**src/rtl/customrisc_pkg.sv**
```systemverilog
// customrisc_pkg: shared register-file constants; REG_ZERO_EN hardwires register REG_ZERO to 0.
package customrisc_pkg;
  localparam int DATA_W = 16;
  localparam int NREGS = 8;
  localparam int REG_AW = 3;
  localparam int REG_ZERO = 0;
`ifdef REG_ZERO_EN
  localparam bit ZERO_EN = 1'b1;
`else
  localparam bit ZERO_EN = 1'b0;
`endif
endpackage

```
**src/rtl/reg_bank.sv**
```systemverilog
// reg_bank: register storage with write decode and two combinational read ports (REG_ZERO_EN via customrisc_pkg).
module reg_bank
  import customrisc_pkg::*;
#(
  parameter int size = DATA_W,
  parameter int nregs = NREGS,
  parameter int aw = REG_AW
) (
  input  logic            clk,
  input  logic            rst,
  input  logic            wr_en,
  input  logic [aw-1:0]   wr_addr,
  input  logic [size-1:0] wr_data,
  input  logic [aw-1:0]   addr_a,
  input  logic [aw-1:0]   addr_b,
  output logic [size-1:0] data_a,
  output logic [size-1:0] data_b
);
  logic [size-1:0] regs [nregs];
  logic            we;
  assign we = wr_en && int'(wr_addr) < nregs && !(ZERO_EN && int'(wr_addr) == REG_ZERO);
  always_ff @(posedge clk or negedge rst)
    if (!rst) for (int i = 0; i < nregs; i++) regs[i] <= '0;
    else if (we) regs[wr_addr] <= wr_data;
  assign data_a = int'(addr_a) < nregs ? regs[addr_a] : '0;
  assign data_b = int'(addr_b) < nregs ? regs[addr_b] : '0;
endmodule

```
**src/rtl/reg_file_read.sv**
```systemverilog
// reg_file_read: register file with registered, bypassed dual reads and valid/ready output handshake.
// REG_ZERO_EN (customrisc_pkg) makes register 0 read as zero, bypass included.
module reg_file_read
  import customrisc_pkg::*;
#(
  parameter int size = DATA_W,
  parameter int nregs = NREGS,
  parameter int aw = REG_AW
) (
  input  logic            clk,
  input  logic            rst,
  input  logic            wr_en,
  input  logic [aw-1:0]   wr_addr,
  input  logic [size-1:0] wr_data,
  input  logic            rd_req,
  input  logic [aw-1:0]   rd_addr_a,
  input  logic [aw-1:0]   rd_addr_b,
  input  logic            rd_ready,
  output logic            rd_accept,
  output logic            rd_valid,
  output logic [size-1:0] rd_data_a,
  output logic [size-1:0] rd_data_b
);
  logic [size-1:0] bank_a, bank_b, next_a, next_b;
  logic            wr_live;
  reg_bank #(.size(size), .nregs(nregs), .aw(aw)) u_bank (
    .clk(clk), .rst(rst), .wr_en(wr_en), .wr_addr(wr_addr), .wr_data(wr_data),
    .addr_a(rd_addr_a), .addr_b(rd_addr_b), .data_a(bank_a), .data_b(bank_b)
  );
  // only writes that will actually land in the array may be forwarded
  assign wr_live = wr_en && int'(wr_addr) < nregs && !(ZERO_EN && int'(wr_addr) == REG_ZERO);
  assign next_a = wr_live && wr_addr == rd_addr_a ? wr_data : bank_a;
  assign next_b = wr_live && wr_addr == rd_addr_b ? wr_data : bank_b;
  assign rd_accept = rd_req & (~rd_valid | rd_ready);
  always_ff @(posedge clk or negedge rst)
    if (!rst) begin
      rd_valid <= 1'b0;
      rd_data_a <= '0;
      rd_data_b <= '0;
    end else if (rd_accept) begin
      rd_valid <= 1'b1;
      rd_data_a <= next_a;
      rd_data_b <= next_b;
    end else if (rd_ready) rd_valid <= 1'b0;
endmodule

```
**config.mk**
```make
export PLATFORM = sky130hd
export DESIGN_NAME = reg_file_read
export DESIGN_NICKNAME = d
export VERILOG_FILES = /design/src/rtl/customrisc_pkg.sv /design/src/rtl/reg_bank.sv /design/src/rtl/reg_file_read.sv
export SDC_FILE = /design/constraint.sdc
export NUM_CORES = 1
export LEC_CHECK = 0
export ABC_CLOCK_PERIOD_IN_PS = 1750
export CORE_AREA = 8 8 106 157
export DETAILED_ROUTE_END_ITERATION = 8
export DIE_AREA = 0 0 114 165
export PLACE_DENSITY = 0.87
export SETUP_SLACK_MARGIN = 0.1
export SYNTH_ARGS = -nofsm -noshare
export SYNTH_HDL_FRONTEND = slang
export SYNTH_SLANG_ARGS = --single-unit
```
**constraint.sdc**
```tcl
create_clock -name clk -period 1.75 [get_ports clk]
set_input_delay 0.175 -clock clk [delete_from_list [all_inputs] [get_ports clk]]
set_output_delay 0.175 -clock clk [all_outputs]
set_load 0.02 [all_outputs]
```
# --- Word-level counts from Yosys, hierarchy flattened ---
# Cells that the tools add are included.
# Widths: inputs -> output; s select.
totals:
  ff_bits: 161
  in_bits: 30
  output_inout_bits: 34
  word_cells: 40
op_classes:
  order_cmp: 4
  eq_ne: 2
  mux: 13
  bitwise_logic: 6
  n_reduce_logical: 4
op_table:
  columns: ["cell", "count"]
  rows:
  - ["$bwmux 128", 1]
  - ["$mux 16", 7]
  - ["$bmux 16 s3", 2]
  - ["$demux 16 s3", 1]
  - ["$ge 4x4->1 const B", 3]
  - ["$not 3->4", 3]
  - ["$eq 3x3->1", 2]
  - ["$lt 4x1->1 const B", 1]
  - ["$logic_and 1x1->1", 3]
  - ["$mux 1", 2]
  - ["$reduce_bool 2->1", 1]
  - ["$and 1x1->1", 1]
  - ["$not 1->1", 1]
  - ["$or 1x1->1", 1]

# --- Logic depth before layout (Yosys ltp) ---
depth:
  depth_word: 6
  depth_mapped: 8
  mapped_depth_nobuf: 4

# --- Modules after synthesis ---
# Synthesis repeated with hierarchy kept, for this count alone.
unflattened:
  cells_unflattened: 614
  area_unflattened_um2: 9072.5
by_module_without_submodules:
  columns: ["mod", "n_inst", "cells_per_inst", "area_each_um2", "seq_area_each_um2"]
  rows:
  - ["reg_bank", 1, 393, 7000.5, 3203.1]
  - ["reg_file_read", 1, 221, 2072.0, 825.8]

# --- Least setup slack after synthesis ---
# Ideal clock, no wire load.
synth_timing:
  path_type: "register to register"
  from: "register rd_valid"
  to: "register rd_data_a[10]"
  setup_time_ps: 126
  arrival_time_ps: 1557
  t_required_ps: 1624
  slack_ps: 67
  stages_incl_launch_ff: 7
  n_path_buf: 2
  synth_period_minus_slack_ps: 1683
  path_cell_list: "dfrtp_1 nand2b_1 nand2_1 buf_2 clkbuf_1 nor3_1 a221o_1"
synth_via:
  elab_chain_len: 3
synth_rtl:
  columns: ["element", "line_no", "rtl"]
  rows:
  - ["from (decl)", "reg_file_read.sv:20", "output logic rd_valid,"]
  - ["from (signal assigned)", "reg_file_read.sv:37", "rd_valid <= 1'b0;"]
  - ["from (signal assigned)", "reg_file_read.sv:41", "rd_valid <= 1'b1;"]
  - ["from (signal assigned)", "reg_file_read.sv:44", "end else if (rd_ready) rd_valid <= 1'b0;"]
  - ["$not 1->1", "reg_file_read.sv:34", "assign rd_accept = rd_req & (~rd_valid | rd_ready);"]
  - ["$or 1x1->1", "reg_file_read.sv:34", null]
  - ["$and 1x1->1", "reg_file_read.sv:34", null]
  - ["to (signal assigned)", "reg_file_read.sv:42", "rd_data_a <= next_a;"]
  - ["to (decl)", "reg_file_read.sv:21", "output logic [size-1:0] rd_data_a,"]
# Every way passes these cells.
# A chain may end at the register's enable or synchronous reset.

# --- Worst setup path in the final report ---
layout_timing:
  from: "register u_bank.regs[63] in the netlist's numbering"
  to: "register rd_data_a[15]"
layout_via:
  elab_chain_len: 4
layout_rtl:
  columns: ["element", "line_no", "rtl"]
  rows:
  - ["from (decl)", "reg_bank.sv:19", "logic [size-1:0] regs [nregs];"]
  - ["from (signal, indexed assignment)", "reg_bank.sv:24", "else if (we) regs[wr_addr] <= wr_data;"]
  - ["$bmux 16 s3", "reg_bank.sv:25", "assign data_a = int'(addr_a) < nregs ? regs[addr_a] : '0;"]
  - ["$mux 16 (implied by the code) (2 in series)", "reg_bank.sv:25", null]
  - ["$mux 16", "reg_file_read.sv:32", "assign next_a = wr_live && wr_addr == rd_addr_a ? wr_data : bank_a;"]
# Every way passes these cells. The select of a mux whose other input is x is not followed.

==> metrics.csv <==
metric,value,unit
grt_util_all_layers,0.2559,
cap_viol_max_count,0,
ios,64,
max_freq,0.6116,GHz
yosysWarningCount,0,
place.gp.congestion,0.8146,
netlist_area,0.008320,mm2
initial_core_util,0.5809,
drc,0,
final_max_slew_viol_count,0,
setup_viol,0,
drive_above_1_share,0.4568,
antenna_found_initial,0,
first_pass_iters,5,
worstSetupEndpointType,flip-flop,
fin_total_pwr,0.01247,W
fill_cells,896,
placed_area,0.009320,mm2
clk_pin_slew,0.07,ns
layout_min_cycle_time,1.635,ns
synthDistinctLibCells,22,
root_buffer,clkbuf_16,
yosys_register_bits,161,
die_area,0.01881,mm2
maxUsedRoutingLayer,met4,
seq_area_frac_synth,0.4842,
row_count,54,
grt_pass1_wl,35.48,mm
arrival,1.93,ns
overflow,0,
yosys.area.top_type,dfrtp_1,
hpwlAfterDp,13.66,mm
cts_tree,built,
syn-num-nets,566,
grt_max_degree,44,
wl_met1,8.180,mm
hold_viol,0,
routed_wl,22.73,mm
hold_class,primary input to asynchronous set/reset pin,
r2r-end,rd_data_a[15],
finalClockSkew,0.01031,ns
wl_per_cell,28.10,um
met2WireLength,11.86,mm
fin_area,0.01003,mm2
wl_met3,1.577,mm
crit_fanout,3,
dieHeight,165,um
synth_cells,536,
reg2reg_from,u_bank.regs[63],
finalCritPeriodShare,0.9344,
synthToLayoutAreaGrowth,20.59,%
port_buffers,63,
synth_top_area_share,0.4842,
ir_drop,0.6203,mV
slew_headroom,0.6961,
clk_latency,0.43,ns
tightest_slew,0.4559,ns
clockBufferDepth,2,
rsz0062_at_grt,yes,
drt-initial-drc-count,426,
criticalPathCategory,flip-flop to flip-flop,
die_width,114,um
p_leak,4.217,nW
r2r_setup_slack,0.11,ns
worst_slack,0.1148,ns
crit_path_start_kind,flip-flop,
place_ws,-0.3077,ns
ctsHtreeMaxLevel,4,
antenna_left,0,
core_region_area,0.01432,mm2
n_antenna_cell,0,
avgSynthCellArea,15.52,um2
grt_pass1_vias,6128,
outcome,finished clean,
cellPowerDensity,1242,mW/mm2
crit_required,2.05,ns
cts.sinks,161,
vias,5479,
synth.area.top_cells,"dfrtp_1, mux2_2, mux4_2",
cts_buffers,17,
final_nets,630,
reg2reg_depth,4,
vias_per_cell,6.773,
cell families after synthesis:
kind of cell	Yosys count	share of synthesized area
simple gates	49	0.03714
xor+xnor	6	0.006316
compound gates	32	0.03850
mux	224	0.3850
buf+inv	64	0.04887
flops	161	0.4842
layout by cell type (no fill, tap or decap), drive strengths merged, types with 2 or more instances in the layout:
cell type and instances:
dfrtp 161, mux2 128, mux4 64, clkdlybuf4s50 52, buf 47, nor3 34
a221o 32, mux2i 32, clkbuf 20, xnor2 6, dlymetal6s2s 6, clkinv 6
bufinv 4, nand4b 3, nand2b 3, and4 2, nor2b 2, nor3b 2
clkinvlp 2, nand2 2, inv 2
sequential cells by signal (all words and copies together) (netlist names):
register	count
u_bank.regs	128
rd_data_a	16
rd_data_b	16
rd_valid	1
per-layer routing:
| layer | track usage | up-vias |
|---|---|---|
| met4 | 0.1574 | 0 |
| li1 | - | 2211 |
| met1 | 0.2985 | 2865 |
| met2 | 0.4310 | 309 |
| met5 | 0 | - |
| met3 | 0.04649 | 94 |
layout make-up:
class	instances	area [um2]	share of cell area
clock buffers	19	442.9	0.04415
multi-input cells	311	3894	0.3881
repair buffers	108	1234	0.1230
well taps	196	245.2	0.02444
inverters	1	3.754	0.0003741
clock inverters	13	185.2	0.01846
flip-flops and latches	161	4029	0.4015
power breakdown:
group          switching (W)  leakage, nW  internal, W
Combinational        0.00130         1.97      0.00188
Clock                0.00156        0.303      0.00243
Sequential          0.000705         1.95      0.00459
Total                0.00357         4.22      0.00890
how the worst max path moves through the flow:
| stage | cells past startpoint | slack, ns | startpoint | end |
|---|---|---|---|---|
| 3_5_place_dp | 5 | -0.31 | wr_addr[0] | rd_data_b[1] |
| 6_report | 4 | 0.11 | u_bank.regs[63] | rd_data_a[15] |
| 4_1_cts | 1 | 0.10 | rd_data_a[13] | rd_data_a[13] |
| 2_1_floorplan | 5 | 0.16 | wr_addr[0] | u_bank.regs[53] |
| 3_3_place_gp | 5 | -0.20 | wr_addr[0] | u_bank.regs[91] |
| 5_1_grt | 4 | 0.1 | u_bank.regs[13] | rd_data_a[13] |
worst max-delay path: stages, from the launching register on:
cell and delay [ns]:
dfrtp_1 0.41, mux4_2 0.49, mux2i_2 0.20, nor3_1 0.10
a221o_1 0.31
metrics by stage:
| stage | hold slack, ns | util | TNS, ns | cells |
|---|---|---|---|---|
| after floorplan | -0.1206 | - | 0 | 536 |
| after global placement | 0.1170 | 0.6507 | -14.82 | 773 |
| after detailed placement | 0.1379 | 0.6507 | -22.49 | 773 |
| after CTS | 0.2560 | 0.6979 | 0 | 808 |
| after global routing | 0.2730 | 0.7005 | 0 | 809 |
| final | 0.2448 | 0.7005 | 0 | 809 |
cell usage after synthesis:
library cell    n
a221o_1        32
nor3b_2         2
xnor2_1         6
dfrtp_1       161
buf_1          19
mux2_2        128
nand4_1         1
clkbuf_2        2
nand2_1         2
clkbuf_1        9
buf_2          11
nor3_1         32
buf_4           4
nand4b_1        3
mux2i_1        32
mux4_2         64
nand2b_1        3
buf_6          18
nor3_2          2
nor2b_4         2
and4_1          2
inv_1           1
timing repair:
action | in CTS | in global routing
endpoints found under the setup margin | 3 | 38
cloned | 0 | 0
hold buffers | 1 | 0
buffers inserted | 2 | 1
endpoints found under the hold margin | 38 | 0
resized for setup | 2 | 10
Note: power is estimated with default switching activity, not from simulation.
